**config.mk**
```make
export PLATFORM = sky130hd
export DESIGN_NAME = fetch_unit
export DESIGN_NICKNAME = d
export VERILOG_FILES = /design/src/rtl/holy_core_pkg.sv /design/src/rtl/fetch_unit.sv
export SDC_FILE = /design/constraint.sdc
export NUM_CORES = 1
export LEC_CHECK = 0
export CORE_MARGIN = 2
export CORE_UTILIZATION = 39
export DETAILED_ROUTE_END_ITERATION = 10
export GPL_ROUTABILITY_DRIVEN = 0
export PLACE_DENSITY = 0.75
export SYNTH_ARGS = -nofsm -noshare
export SYNTH_HDL_FRONTEND = slang
export SYNTH_SLANG_ARGS = --single-unit
```
**constraint.sdc**
```tcl
create_clock -name clk -period 2.7 [get_ports clk]
set_clock_uncertainty 0.1 [all_clocks]
set_input_delay 0.54 -clock clk [delete_from_list [all_inputs] [get_ports clk]]
set_output_delay 0.54 -clock clk [all_outputs]
set_load 0.005 [all_outputs]
```
**src/rtl/holy_core_pkg.sv**
```systemverilog
// Shared types and constants for the fetch/decode front end.
// Pure declarations: no logic, no latency, no flow control.
package holy_core_pkg;

    typedef enum logic [1:0] {
        REQ   = 2'd0,
        WAIT  = 2'd1,
        HOLD  = 2'd2,
        FAULT = 2'd3
    } fetch_state_t;

    localparam logic [31:0] NOP_INSTR = 32'h0000_0013;

    localparam logic [6:0] OP_LOAD   = 7'b000_0011;
    localparam logic [6:0] OP_ALU_I  = 7'b001_0011;
    localparam logic [6:0] OP_STORE  = 7'b010_0011;
    localparam logic [6:0] OP_R      = 7'b011_0011;
    localparam logic [6:0] OP_BRANCH = 7'b110_0011;
    localparam logic [6:0] OP_JAL    = 7'b110_1111;
    localparam logic [6:0] OP_LUI    = 7'b011_0111;
    localparam logic [6:0] OP_AUIPC  = 7'b001_0111;

endpackage

```
**src/rtl/fetch_unit.sv**
```systemverilog
// Instruction fetch: PC register, single-outstanding imem request, decoded fields, next-PC select.
// Retire-to-present is 3 cycles with a zero-wait memory; request held until accepted, instr held until retired.
module fetch_unit
    import holy_core_pkg::*;
#(
    parameter int               XLEN     = 32,
    parameter logic [XLEN-1:0]  RESET_PC = '0
) (
    input  logic            clk,
    input  logic            rst_n,
    output logic            imem_req_valid,
    input  logic            imem_req_ready,
    output logic [XLEN-1:0] imem_req_addr,
    input  logic            imem_rsp_valid,
    input  logic [31:0]     imem_rsp_data,
    output logic            instr_valid,
    input  logic            instr_ready,
    output logic [31:0]     instr,
    output logic [6:0]      op,
    output logic [2:0]      func3,
    output logic [6:0]      func7,
    output logic [4:0]      rs1,
    output logic [4:0]      rs2,
    output logic [4:0]      rd,
    output logic [XLEN-1:0] pc,
    output logic [XLEN-1:0] pc_plus_four,
    input  logic            pc_source,
    input  logic [XLEN-1:0] pc_target,
    output logic            fetch_fault,
    output logic [31:0]     instret
);

    fetch_state_t    state_q, state_d;
    logic [XLEN-1:0] pc_q, pc_d;
    logic [31:0]     instr_q, instr_d;
    logic [31:0]     instret_q, instret_d;
    logic            fault_q, fault_d;
    logic [XLEN-1:0] pc_inc;

    assign pc_inc = pc_q + XLEN'(4);

    always_comb begin
        state_d   = state_q;
        pc_d      = pc_q;
        instr_d   = instr_q;
        instret_d = instret_q;
        fault_d   = fault_q;
        case (state_q)
            REQ: begin
                if (imem_req_ready) state_d = WAIT;
            end
            WAIT: begin
                if (imem_rsp_valid) begin
                    instr_d = imem_rsp_data;
                    state_d = HOLD;
                end
            end
            HOLD: begin
                if (instr_ready) begin
                    instret_d = instret_q + 32'd1;
                    // Drop back to NOP so the decoded fields read as NOP while nothing is presented.
                    instr_d   = NOP_INSTR;
                    state_d   = REQ;
                    if (!pc_source) begin
                        pc_d = pc_inc;
                    end else if (pc_target[1:0] == 2'b00) begin
                        pc_d = pc_target;
                    end else begin
                        fault_d = 1'b1;
                        state_d = FAULT;
                    end
                end
            end
            FAULT: begin
                state_d = FAULT;
            end
            default: begin
                state_d = REQ;
            end
        endcase
    end

    always_ff @(posedge clk) begin
        if (!rst_n) begin
            state_q   <= REQ;
            pc_q      <= RESET_PC;
            instr_q   <= NOP_INSTR;
            instret_q <= '0;
            fault_q   <= 1'b0;
        end else begin
            state_q   <= state_d;
            pc_q      <= pc_d;
            instr_q   <= instr_d;
            instret_q <= instret_d;
            fault_q   <= fault_d;
        end
    end

    // Reset is folded in so no request escapes while the memory is itself held in reset.
    assign imem_req_valid = rst_n && (state_q == REQ);
    assign imem_req_addr  = pc_q;
    assign instr_valid    = (state_q == HOLD);
    assign instr          = instr_q;
    assign op             = instr_q[6:0];
    assign func3          = instr_q[14:12];
    assign func7          = instr_q[31:25];
    assign rs1            = instr_q[19:15];
    assign rs2            = instr_q[24:20];
    assign rd             = instr_q[11:7];
    assign pc             = pc_q;
    assign pc_plus_four   = pc_inc;
    assign fetch_fault    = fault_q;
    assign instret        = instret_q;

endmodule

```
==> summary.md <==
- cell count after synthesis: 648
- pin count of the biggest net entering global routing: 67
- input/output buffers: 264
- worst setup path category: reg2reg
- height of the die: 120.3 microns
- number of synthesized register bits: 99
- Area Overhead vs Synth: 64.01%
- Max Clk Rate: 0.3697 GHz
- vias in the first global route: 5770
- switching share of power: 0.2320
- routed wire length: 18730 microns
- Post-Synthesis Mean Instance Area: 8.139 sq um
- result of the run: finished with violations
- Seq/Total Area, Yosys: 0.3758
- total number of vias: 5855
- Syn. warnings: 0
- Worst setup EP type: register
- Net Switching: 735.3 uW
- setup tns final: -4.863 ps
- antenna diode count: 0
- cell internal power dissipation: 2.434 mW
- leading cell types in the layout, fill and taps excluded: sky130_fd_sc_hd__clkdlybuf4s50_1 (241), sky130_fd_sc_hd__dfxtp_1 (88), sky130_fd_sc_hd__buf_4 (83)
- worst path cell trace: nand4_4, nor4_4, buf_6, nand4_1, buf_4, buf_6, buf_6, buf_6, buf_6, buf_6, buf_6, buf_6, buf_6, and3_4, o31a_1
- worst hold-check path type: reg2reg
- wire length of the first global-routing pass: 29330 microns
- cell with the largest stage delay on the worst path: sky130_fd_sc_hd__dfxtp_2
- Leak Pwr: 3.283 nW
- Max rail drop VDD: 0.0002899 V
- width of the die: 120.3 microns
- Post-layout nets: 987
- placed inst area: 7923 sq um
- relative contribution of combinational cells to total power: 0.126
- async set-or-reset flop fraction in the synthesized netlist: 0
- cell at the root of the clock tree: sky130_fd_sc_hd__clkbuf_16
- number of antenna violations at the first check in global routing: 0
- Power Total: 3.169 mW
- data arrival time at the worst-slack endpoint: 2850 ps
- kind of cell with the highest combined delay on the critical path: buffers and inverters
- Final Setup Violations: 1
- DRC violations left: 0
- unique cell type count in the Yosys netlist: 50
- most frequent cell on the critical path: sky130_fd_sc_hd__buf_6
- Pre-antenna DRT Iters: 5
- vias per cell: 5.357
- Max H-tree Level: 3
- Syn Nets: 720
- First DRT Iteration DRCs: 512
- Setup crit start kind: register
- max-slew violation total from the final report: 0
- worst slew margin relative to its limit: 0.2446
- average detailed-routed wire length per instance: 17.14 microns
- effective utilization at floorplan: 0.3982
- global-route congestion overflow total: 0
- portion of total power attributed to sequential cells: 0.480
- Clk pwr share: 0.394
- clock tree from TritonCTS: done
- period utilization: 1.002
- area of the die: 14470 sq um
- total clock buffers created by CTS: 9
- max-cap violations: 0
- boundary pin count: 265
- Layout Cell Area excl Fill: 8650 sq um
- clock latency reported for the late side of the worst-skew pair: 350 ps
- violations in the final reports: negative setup slack
- final count of hold timing violations: 0
- transition at the pin with the smallest max-transition slack: 1132 ps
- minimum setup slack in the final design: -4.863 ps
- P per Cell Area: 366.4 nW/um^2
- unrepaired setup endpoints after global routing: yes
- DPL Wire Length: 13550 microns
- number of flops mapped to enable cells by yosys: 0
- Fin Hold WS: 381.1 ps
- Crit path largest cell delay: 360 ps
- share of layout cells above drive strength 1: 0.1799
- Tot GR Track Use: 0.2515
- critical path fanouts, max: 4
- commonest non-fill, non-tap cell in the layout: sky130_fd_sc_hd__clkdlybuf4s50_1
- final antenna-violating net count: 0
- clock period minus final worst setup slack: 2705 ps
- synthesized area: 5274 sq um
- Primary FF master, synth: sky130_fd_sc_hd__dfxtp_1
- required time reported for the critical path endpoint: 2840 ps
- row count: 42
- CTS max path bufs: 2
- clock-pin transition on the worst setup and hold timing paths: 70 ps
- clock sinks: 99
- Floorplan Core Area: 13240 sq um
- Buf+Inv Stages, Crit Path: 10
## synth_stat cells (3+ instances only)
cell type | instances | area, sq um
sky130_fd_sc_hd__a21oi_1 | 34 | 170.2
sky130_fd_sc_hd__a221oi_1 | 4 | 35.03
sky130_fd_sc_hd__a22o_1 | 3 | 26.28
sky130_fd_sc_hd__a22oi_1 | 33 | 247.7
sky130_fd_sc_hd__a31oi_1 | 11 | 68.82
sky130_fd_sc_hd__and3_1 | 12 | 75.07
sky130_fd_sc_hd__and4_1 | 8 | 70.07
sky130_fd_sc_hd__buf_1 | 3 | 11.26
sky130_fd_sc_hd__buf_2 | 8 | 40.04
sky130_fd_sc_hd__buf_4 | 67 | 503.0
sky130_fd_sc_hd__clkbuf_1 | 23 | 86.33
sky130_fd_sc_hd__dfxtp_1 | 99 | 1982
sky130_fd_sc_hd__inv_1 | 11 | 41.29
sky130_fd_sc_hd__nand2_1 | 56 | 210.2
sky130_fd_sc_hd__nand3_1 | 25 | 125.1
sky130_fd_sc_hd__nand4_1 | 16 | 100.1
sky130_fd_sc_hd__nor2_1 | 77 | 289.0
sky130_fd_sc_hd__nor3_1 | 8 | 40.04
sky130_fd_sc_hd__nor4_1 | 5 | 31.28
sky130_fd_sc_hd__o21ai_0 | 38 | 190.2
sky130_fd_sc_hd__o22ai_1 | 3 | 18.77
sky130_fd_sc_hd__o2bb2ai_1 | 3 | 26.28
sky130_fd_sc_hd__o311ai_0 | 7 | 61.31
sky130_fd_sc_hd__or3_1 | 14 | 87.58
sky130_fd_sc_hd__or4_1 | 3 | 22.52
sky130_fd_sc_hd__xnor2_1 | 33 | 289.0
sky130_fd_sc_hd__xor2_1 | 11 | 96.34
## through the flow
stage / util / setup WS [ps] / instances
final: 0.6532 / -4.863 / 1093
after global routing: 0.6532 / -86.62 / 1093
after CTS: 0.6451 / -85.98 / 1084
after detailed placement: 0.5983 / -84.01 / 1041
after global placement: 0.5983 / 2.799 / 1041
after floorplan: - / 279.2 / 648
## flip-flops by register name, summed over array words and instances (netlist names)
signal and flops:
imem_req_addr 32, instr 32, fetch_fault 1, instret 32
state_q 2
## final timing paths
kind                                  startpoint                              to  slack, ps  cells after the start
setup reg to reg  imem_req_addr[10]$_SDFFE_PN0P_  imem_req_addr[26]$_SDFFE_PN0P_         -5                     15
setup / recovery  imem_req_addr[10]$_SDFFE_PN0P_  imem_req_addr[26]$_SDFFE_PN0P_         -5                     15
hold reg to reg         fetch_fault$_SDFFE_PN0P_        fetch_fault$_SDFFE_PN0P_        380                      2
hold / removal          fetch_fault$_SDFFE_PN0P_        fetch_fault$_SDFFE_PN0P_        380                      2
## what timing repair did
action / in CTS / in global routing
pin swaps: 22 / 8
gates cloned: 1 / 0
hold buffers: 0 / 0
setup endpoints to repair: 23 / 18
resized for setup: 84 / 20
setup buffers: 29 / 10
## power groups by stage
stage	clock [mW]	sequential (mW)	combinational (mW)
final	1.25	1.52	0.399
after global routing	1.32	1.53	0.431
after CTS	1.26	1.52	0.399
after detailed placement	0	1.55	0.395
after global placement	0	1.55	0.391
after floorplan	0	1.55	0.156
## worst register-to-register path: cells and delay by family, from the launching register on
| family | cells | cell delay (ps) |
|---|---|---|
| DFF | 1 | 360 |
| buffers and inverters | 10 | 1150 |
| AOI/OAI and AO/OA | 1 | 220 |
| and+or+nand+nor | 4 | 770 |
## layer usage
metal / global-route usage / share of wire
met3: 0.06604 / 0.089
met4: 0.1025 / 0.030
met2: 0.4506 / 0.50
met1: 0.2826 / 0.38
met5: 0 / 0
## final cells by class
| class | instances | area, sq um |
|---|---|---|
| fillers | 1054 | 4593 |
| clock inverters | 3 | 42.54 |
| multi-input cells | 433 | 2750 |
| flip-flops and latches | 99 | 1998 |
| clock buffers | 10 | 229.0 |
| well taps | 176 | 220.2 |
| repair buffers | 361 | 3368 |
| inverters | 11 | 41.29 |
## cell families (layout without fill, tap and decap cells)
kind of cell,after synthesis,count (layout),share of synthesized area
AOI/OAI and AO/OA,143,143,0.1711
xor gates and xnor gates,44,44,0.07307
adders and majority gates,2,2,0.004744
and+or+nand+nor,244,244,0.2399
buffers and inverters,116,385,0.1355
DFF,99,99,0.3758
Power figures use the tool's default switching activity.
